### src/rtl/serial_subtractor.sv
// -----------------------------------------------------------------------------
// serial_subtractor
//
// Bit-serial two's-complement subtractor: D = A - B, computed one bit per clock,
// LSB first, through a single full-subtractor cell with a registered borrow.
// The operands are captured on the edge that accepts a single-cycle START in
// IDLE. Bits are then processed for WIDTH cycles in RUN. Result, borrow and
// flags are published on entry to FIN together with a one-cycle DONE pulse.
//
// Ports
//   i_clk    : system clock, rising edge active
//   i_rst_n  : asynchronous active-low reset
//   i_start  : operation request, only honoured in IDLE
//   i_a      : minuend   [WIDTH-1:0], captured on the accept edge
//   i_b      : subtrahend[WIDTH-1:0], captured on the accept edge
//   o_busy   : high while bits are being processed (RUN)
//   o_done   : one-cycle pulse, results are final
//   o_d      : difference A - B modulo 2^WIDTH
//   o_bout   : final borrow (unsigned A < unsigned B)
//   o_ovf    : signed overflow of A - B
//   o_zero   : o_d == 0
//
// All outputs are registered. The result outputs only change on the edge that
// completes an operation (or on reset), so partial results are never visible.
// -----------------------------------------------------------------------------
module serial_subtractor #(
  parameter int WIDTH = 8
) (
  input  logic             i_clk,
  input  logic             i_rst_n,
  input  logic             i_start,
  input  logic [WIDTH-1:0] i_a,
  input  logic [WIDTH-1:0] i_b,
  output logic             o_busy,
  output logic             o_done,
  output logic [WIDTH-1:0] o_d,
  output logic             o_bout,
  output logic             o_ovf,
  output logic             o_zero
);

  // Counter only needs to reach WIDTH-1; clog2 is enough for WIDTH >= 2.
  localparam int CW = (WIDTH > 2) ? $clog2(WIDTH) : 1;
  localparam logic [CW-1:0] CNT_LAST = CW'(WIDTH - 1);

  typedef enum logic [1:0] {
    ST_IDLE = 2'd0,
    ST_RUN  = 2'd1,
    ST_FIN  = 2'd2
  } state_t;

  state_t           r_state;
  state_t           w_state_nxt;

  logic [WIDTH-1:0] r_sa;
  logic [WIDTH-1:0] r_sb;
  logic [WIDTH-1:0] r_sr;
  logic             r_bw;
  logic [CW-1:0]    r_cnt;
  logic             r_a_msb;
  logic             r_b_msb;

  logic             w_accept;
  logic             w_last;
  logic             w_a_bit;
  logic             w_b_bit;
  logic             w_d_bit;
  logic             w_bw_nxt;
  logic [WIDTH-1:0] w_sr_nxt;
  logic             w_busy_nxt;
  logic             w_done_nxt;
  logic             w_publish;
  logic             w_ovf_nxt;
  logic             w_zero_nxt;

  // FSM state register.
  always_ff @(posedge i_clk or negedge i_rst_n) begin
    if (!i_rst_n) begin
      r_state <= ST_IDLE;
    end else begin
      r_state <= w_state_nxt;
    end
  end

  // FSM next-state logic; FIN always falls back to IDLE after one cycle.
  always_comb begin
    w_state_nxt = r_state;
    case (r_state)
      ST_IDLE: begin
        if (i_start) begin
          w_state_nxt = ST_RUN;
        end else begin
          w_state_nxt = ST_IDLE;
        end
      end
      ST_RUN: begin
        if (w_last) begin
          w_state_nxt = ST_FIN;
        end else begin
          w_state_nxt = ST_RUN;
        end
      end
      ST_FIN:  w_state_nxt = ST_IDLE;
      default: w_state_nxt = ST_IDLE;
    endcase
  end

  // Full-subtractor cell on the current LSBs plus the running borrow.
  always_comb begin
    w_a_bit  = r_sa[0];
    w_b_bit  = r_sb[0];
    w_d_bit  = w_a_bit ^ w_b_bit ^ r_bw;
    w_bw_nxt = (~w_a_bit & w_b_bit) | (~w_a_bit & r_bw) | (w_b_bit & r_bw);
    w_sr_nxt = {w_d_bit, r_sr[WIDTH-1:1]};
    w_last   = (r_cnt == CNT_LAST);
    w_accept = (r_state == ST_IDLE) && i_start;
  end

  // FSM output logic: next values of the registered status/result outputs.
  // The result is taken from w_sr_nxt because the final bit is still being
  // produced on the edge that enters FIN.
  always_comb begin
    w_busy_nxt = (w_state_nxt == ST_RUN);
    w_done_nxt = (w_state_nxt == ST_FIN);
    w_publish  = (r_state == ST_RUN) && w_last;
    w_ovf_nxt  = (r_a_msb != r_b_msb) && (w_sr_nxt[WIDTH-1] != r_a_msb);
    w_zero_nxt = (w_sr_nxt == {WIDTH{1'b0}});
  end

  // Operand/result shift registers, borrow and bit counter.
  always_ff @(posedge i_clk or negedge i_rst_n) begin
    if (!i_rst_n) begin
      r_sa    <= {WIDTH{1'b0}};
      r_sb    <= {WIDTH{1'b0}};
      r_sr    <= {WIDTH{1'b0}};
      r_bw    <= 1'b0;
      r_cnt   <= {CW{1'b0}};
      r_a_msb <= 1'b0;
      r_b_msb <= 1'b0;
    end else begin
      case (r_state)
        ST_IDLE: begin
          if (w_accept) begin
            r_sa    <= i_a;
            r_sb    <= i_b;
            r_bw    <= 1'b0;
            r_cnt   <= {CW{1'b0}};
            r_a_msb <= i_a[WIDTH-1];
            r_b_msb <= i_b[WIDTH-1];
          end else begin
            r_sa    <= r_sa;
            r_sb    <= r_sb;
            r_bw    <= r_bw;
            r_cnt   <= r_cnt;
            r_a_msb <= r_a_msb;
            r_b_msb <= r_b_msb;
          end
        end
        ST_RUN: begin
          r_sa  <= {1'b0, r_sa[WIDTH-1:1]};
          r_sb  <= {1'b0, r_sb[WIDTH-1:1]};
          r_sr  <= w_sr_nxt;
          r_bw  <= w_bw_nxt;
          r_cnt <= r_cnt + CW'(1);
        end
        default: begin
          r_sa  <= r_sa;
          r_sb  <= r_sb;
          r_sr  <= r_sr;
          r_bw  <= r_bw;
          r_cnt <= r_cnt;
        end
      endcase
    end
  end

  // Registered outputs; result fields only update when an operation completes.
  always_ff @(posedge i_clk or negedge i_rst_n) begin
    if (!i_rst_n) begin
      o_busy <= 1'b0;
      o_done <= 1'b0;
      o_d    <= {WIDTH{1'b0}};
      o_bout <= 1'b0;
      o_ovf  <= 1'b0;
      o_zero <= 1'b0;
    end else begin
      o_busy <= w_busy_nxt;
      o_done <= w_done_nxt;
      if (w_publish) begin
        o_d    <= w_sr_nxt;
        o_bout <= w_bw_nxt;
        o_ovf  <= w_ovf_nxt;
        o_zero <= w_zero_nxt;
      end else begin
        o_d    <= o_d;
        o_bout <= o_bout;
        o_ovf  <= o_ovf;
        o_zero <= o_zero;
      end
    end
  end

endmodule
### config.mk
export PLATFORM = sky130hd
export DESIGN_NAME = serial_subtractor
export DESIGN_NICKNAME = d
export VERILOG_FILES = /design/src/rtl/serial_subtractor.sv
export SDC_FILE = /design/constraint.sdc
export NUM_CORES = 1
export LEC_CHECK = 0
export ABC_AREA = 1
export CAP_MARGIN = 20
export CORE_MARGIN = 2
export CORE_UTILIZATION = 38
export CTS_BUF_LIST = sky130_fd_sc_hd__clkbuf_4 sky130_fd_sc_hd__clkbuf_8
export CTS_CLUSTER_DIAMETER = 120
export DETAILED_ROUTE_END_ITERATION = 8
export DONT_BUFFER_PORTS = 1
export PLACE_DENSITY = 0.52
export SETUP_SLACK_MARGIN = 0.02
export SYNTH_ARGS = -nofsm -noshare
export SYNTH_HDL_FRONTEND = slang
export SYNTH_SLANG_ARGS = --single-unit
### constraint.sdc
create_clock -name i_clk -period 2.4 [get_ports i_clk]
set_input_delay 0.48 -clock i_clk [delete_from_list [all_inputs] [get_ports i_clk]]
set_output_delay 0.48 -clock i_clk [all_outputs]
set_load 0.01 [all_outputs]
==> run_summary.xml <==
<?xml version="1.0" encoding="UTF-8"?>
<metrics>
  <group name="run_status">
    <metric name="run_status" unit="">finished clean</metric>
  </group>
  <group name="place">
    <metric name="placement.io_buffers" unit="">0</metric>
    <metric name="place_hpwl" unit="mm">2.45</metric>
    <metric name="place.gp.congestion" unit="">0.710</metric>
  </group>
  <group name="route">
    <metric name="finalWirelength" unit="mm">3.82</metric>
    <metric name="router_iterations_before_antenna_repair" unit="">4</metric>
    <metric name="ant_nets" unit="">0</metric>
    <metric name="route.detailed.wl_per_inst" unit="um">12.8</metric>
    <metric name="route.vias.total" unit="">1380</metric>
    <metric name="viasPerCell" unit="">4.62</metric>
    <metric name="drc" unit="">0</metric>
    <metric name="drt-initial-drc-count" unit="">105</metric>
  </group>
  <group name="clock_tree">
    <metric name="tritoncts" unit="">yes</metric>
    <metric name="insertion_delay" unit="ns">0.29</metric>
    <metric name="max-clock-path-buffers" unit="">2</metric>
    <metric name="h_tree_level_count" unit="">2</metric>
    <metric name="clk_pin_slew" unit="ns">0.09</metric>
    <metric name="clk_root_buffer_cell" unit="">clkbuf_8</metric>
    <metric name="cts.sinks" unit="">44</metric>
    <metric name="postCtsResizedCells" unit="">0</metric>
    <metric name="postCtsSetupRepairBufs" unit="">0</metric>
    <metric name="cts.hold.buffers_added" unit="">1</metric>
    <metric name="tritoncts.num_buffers" unit="">5</metric>
  </group>
  <group name="floorplanning">
    <metric name="core" unit="mm^2">0.00511</metric>
    <metric name="design.portCount" unit="">32</metric>
    <metric name="die-height" unit="um">76.8</metric>
    <metric name="dieWidth" unit="um">76.8</metric>
    <metric name="row_count" unit="">26</metric>
    <metric name="start_util" unit="">0.394</metric>
    <metric name="dieArea" unit="mm^2">0.00590</metric>
  </group>
  <group name="yosys">
    <metric name="yosys_register_bits" unit="">44</metric>
    <metric name="synth_warnings" unit="">0</metric>
    <metric name="netlist-cell-type-count" unit="">18</metric>
    <metric name="avgSynthCellArea" unit="um^2">8.79</metric>
    <metric name="syn-instance-count" unit="">229</metric>
    <metric name="mappedNetlistArea" unit="mm^2">0.00201</metric>
    <metric name="syn-num-nets" unit="">251</metric>
    <metric name="synth_seq_area_share" unit="">0.547</metric>
  </group>
  <group name="timing">
    <metric name="clock_tree_skew_after_final_layout" unit="ns">0.00776</metric>
    <metric name="finalHoldViolations" unit="">0</metric>
    <metric name="maxClockFrequency" unit="MHz">573</metric>
    <metric name="tns" unit="ns">0</metric>
    <metric name="whs" unit="ns">0.0197</metric>
    <metric name="rsz0062_at_grt" unit="">false</metric>
    <metric name="finalSetupViolations" unit="">0</metric>
    <metric name="layout_worst_path_cycle_share" unit="">0.728</metric>
    <metric name="worst_slew_pin_slew" unit="ns">0.848</metric>
    <metric name="max-slew-margin-rel" unit="">0.434</metric>
    <metric name="period_minus_slack" unit="ns">1.75</metric>
    <metric name="drv_slew" unit="">0</metric>
  </group>
  <group name="cells_and_area">
    <metric name="drive_gt1_frac" unit="">0.144</metric>
    <metric name="syn2layout_area_growth" unit="%">9.07</metric>
    <metric name="antenna_cells_inserted" unit="">0</metric>
    <metric name="final.fill_count" unit="">510</metric>
    <metric name="layout.cells.most_common" unit="">nand2_1</metric>
    <metric name="nNetsFinal" unit="">250</metric>
    <metric name="layout.cells.most_common_list" unit="">114 x nand2_1, 44 x dfrtp_1, 14 x o21ai_0</metric>
  </group>
  <group name="global_route">
    <metric name="via_count_of_the_first_global_routing_pass" unit="">1374</metric>
    <metric name="maximum_number_of_pins_on_one_net_before_global_route_repair" unit="">45</metric>
    <metric name="grt_first_pass_wirelength" unit="mm">6.64</metric>
    <metric name="global_route.usage.total" unit="">0.143</metric>
    <metric name="initial_antenna_violation_count" unit="">0</metric>
    <metric name="grt_overflow_total" unit="">0</metric>
  </group>
  <group name="min_path">
    <metric name="holdCritPathClass" unit="">primary input to async pin</metric>
  </group>
  <group name="power_and_ir_drop">
    <metric name="ir_worst_vdd" unit="uV">478</metric>
    <metric name="power_leakage" unit="nW">1.15</metric>
    <metric name="power-per-cell-area" unit="mW/mm^2">1420</metric>
  </group>
  <group name="setup_path">
    <metric name="critical_path_end_type" unit="">register</metric>
    <metric name="critPathLaunchType" unit="">register</metric>
    <metric name="critPathMaxFanout" unit="">21</metric>
    <metric name="critical_path_required" unit="ns">2.58</metric>
    <metric name="critPathArrivalTime" unit="ns">1.93</metric>
    <metric name="timing_worst_setup_path_type" unit="">register to register</metric>
  </group>
  <group name="flow_run">
    <metric name="count_of_maximum_capacitance_violations" unit="">0</metric>
  </group>
</metrics>
==> cell type report <==
class / instances / area (um^2) / area share
sequential: 44 / 1100 / 0.501
inverter: 16 / 60.1 / 0.0274
tap: 70 / 87.6 / 0.0399
timing repair buffer: 1 / 27.5 / 0.0125
multi-input combinational: 160 / 761 / 0.346
clock inverter: 3 / 90.1 / 0.0410
clock buffer: 5 / 68.8 / 0.0313
==> per-layer routing <==
layer	GRT usage	routed length, um	up-vias
met5	0	0	-
met4	0.0436	40	0
met3	0.0518	190	4
met2	0.214	1720	21
met1	0.195	1870	660
li1	-	-	695
==> state kept, by name, indices dropped and copies added (netlist names) <==
register	flops
r_a_msb	1
r_sr	7
o_d	8
r_sa	8
r_cnt	3
r_b_msb	1
r_state	2
o_busy	1
r_bw	1
o_bout	1
o_ovf	1
r_sb	8
o_zero	1
o_done	1
==> cell usage after synthesis <==
| library cell | n | share of area |
|---|---|---|
| nand2_1 | 114 | 0.21 |
| dfrtp_1 | 44 | 0.55 |
| o21ai_0 | 14 | 0.035 |
| inv_1 | 13 | 0.024 |
| o21ai_2 | 10 | 0.044 |
| nand2_2 | 8 | 0.025 |
| buf_6 | 5 | 0.028 |
| nor2_1 | 4 | 0.0075 |
| inv_2 | 3 | 0.0056 |
| nand3_1 | 3 | 0.0075 |
| buf_4 | 2 | 0.0075 |
| ha_1 | 2 | 0.012 |
| nand2_4 | 2 | 0.011 |
| buf_8 | 1 | 0.0075 |
| clkbuf_2 | 1 | 0.0025 |
| fa_1 | 1 | 0.0099 |
| nor2_8 | 1 | 0.0099 |
| o21bai_1 | 1 | 0.0037 |
==> power breakdown <==
part | switching, mW | internal, mW
Combinational | 0.677 | 0.359
Clock | 0.250 | 0.520
Sequential | 0.242 | 1.06
Total | 1.17 | 1.94
==> final timing paths <==
| kind | start | endpoint | slack [ns] | depth (start not counted) |
|---|---|---|---|---|
| max | r_state[0] | r_sa[3] | 0.65 | 4 |
| min | i_rst_n | o_d[3] | 0.02 | 1 |
| max reg2reg | r_state[0] | r_sa[3] | 0.65 | 4 |
| min reg2reg | r_sb[2] | r_sb[2] | 0.48 | 2 |
| max in group asynchronous | i_rst_n | r_sb[2] | 2.17 | 1 |
| min in group i_clk | i_a[7] | r_sa[7] | 0.33 | 2 |
==> worst max-delay path: stages (launching register included) <==
cell,delay (ns)
dfrtp_1,0.44
o21ai_2,0.70
inv_2,0.29
nand2_1,0.14
nand2_1,0.06
==> stage by stage <==
step                      utilization  instances  power [mW]  setup WS (ns)  cell area, um^2
after floorplan                     -        229        2.21           1.09             2010
after detailed placement        0.393        290        2.35          0.634             2010
after global routing            0.430        299        3.40          0.440             2200
final                           0.430        299        3.11          0.654             2200
after CTS                       0.430        299        3.17          0.636             2200
after global placement          0.393        290        2.33          0.656             2010
==> kinds of logic (layout without fill, tap and decap cells) <==
kind of cell,count (synthesis),after routing,synth area share
fa+ha+maj,3,3,0.0224
compound gates,25,25,0.0820
buf+inv,25,25,0.0752
simple gates,132,132,0.273
flops,44,44,0.547
Note: power is estimated with default switching activity, not from simulation.
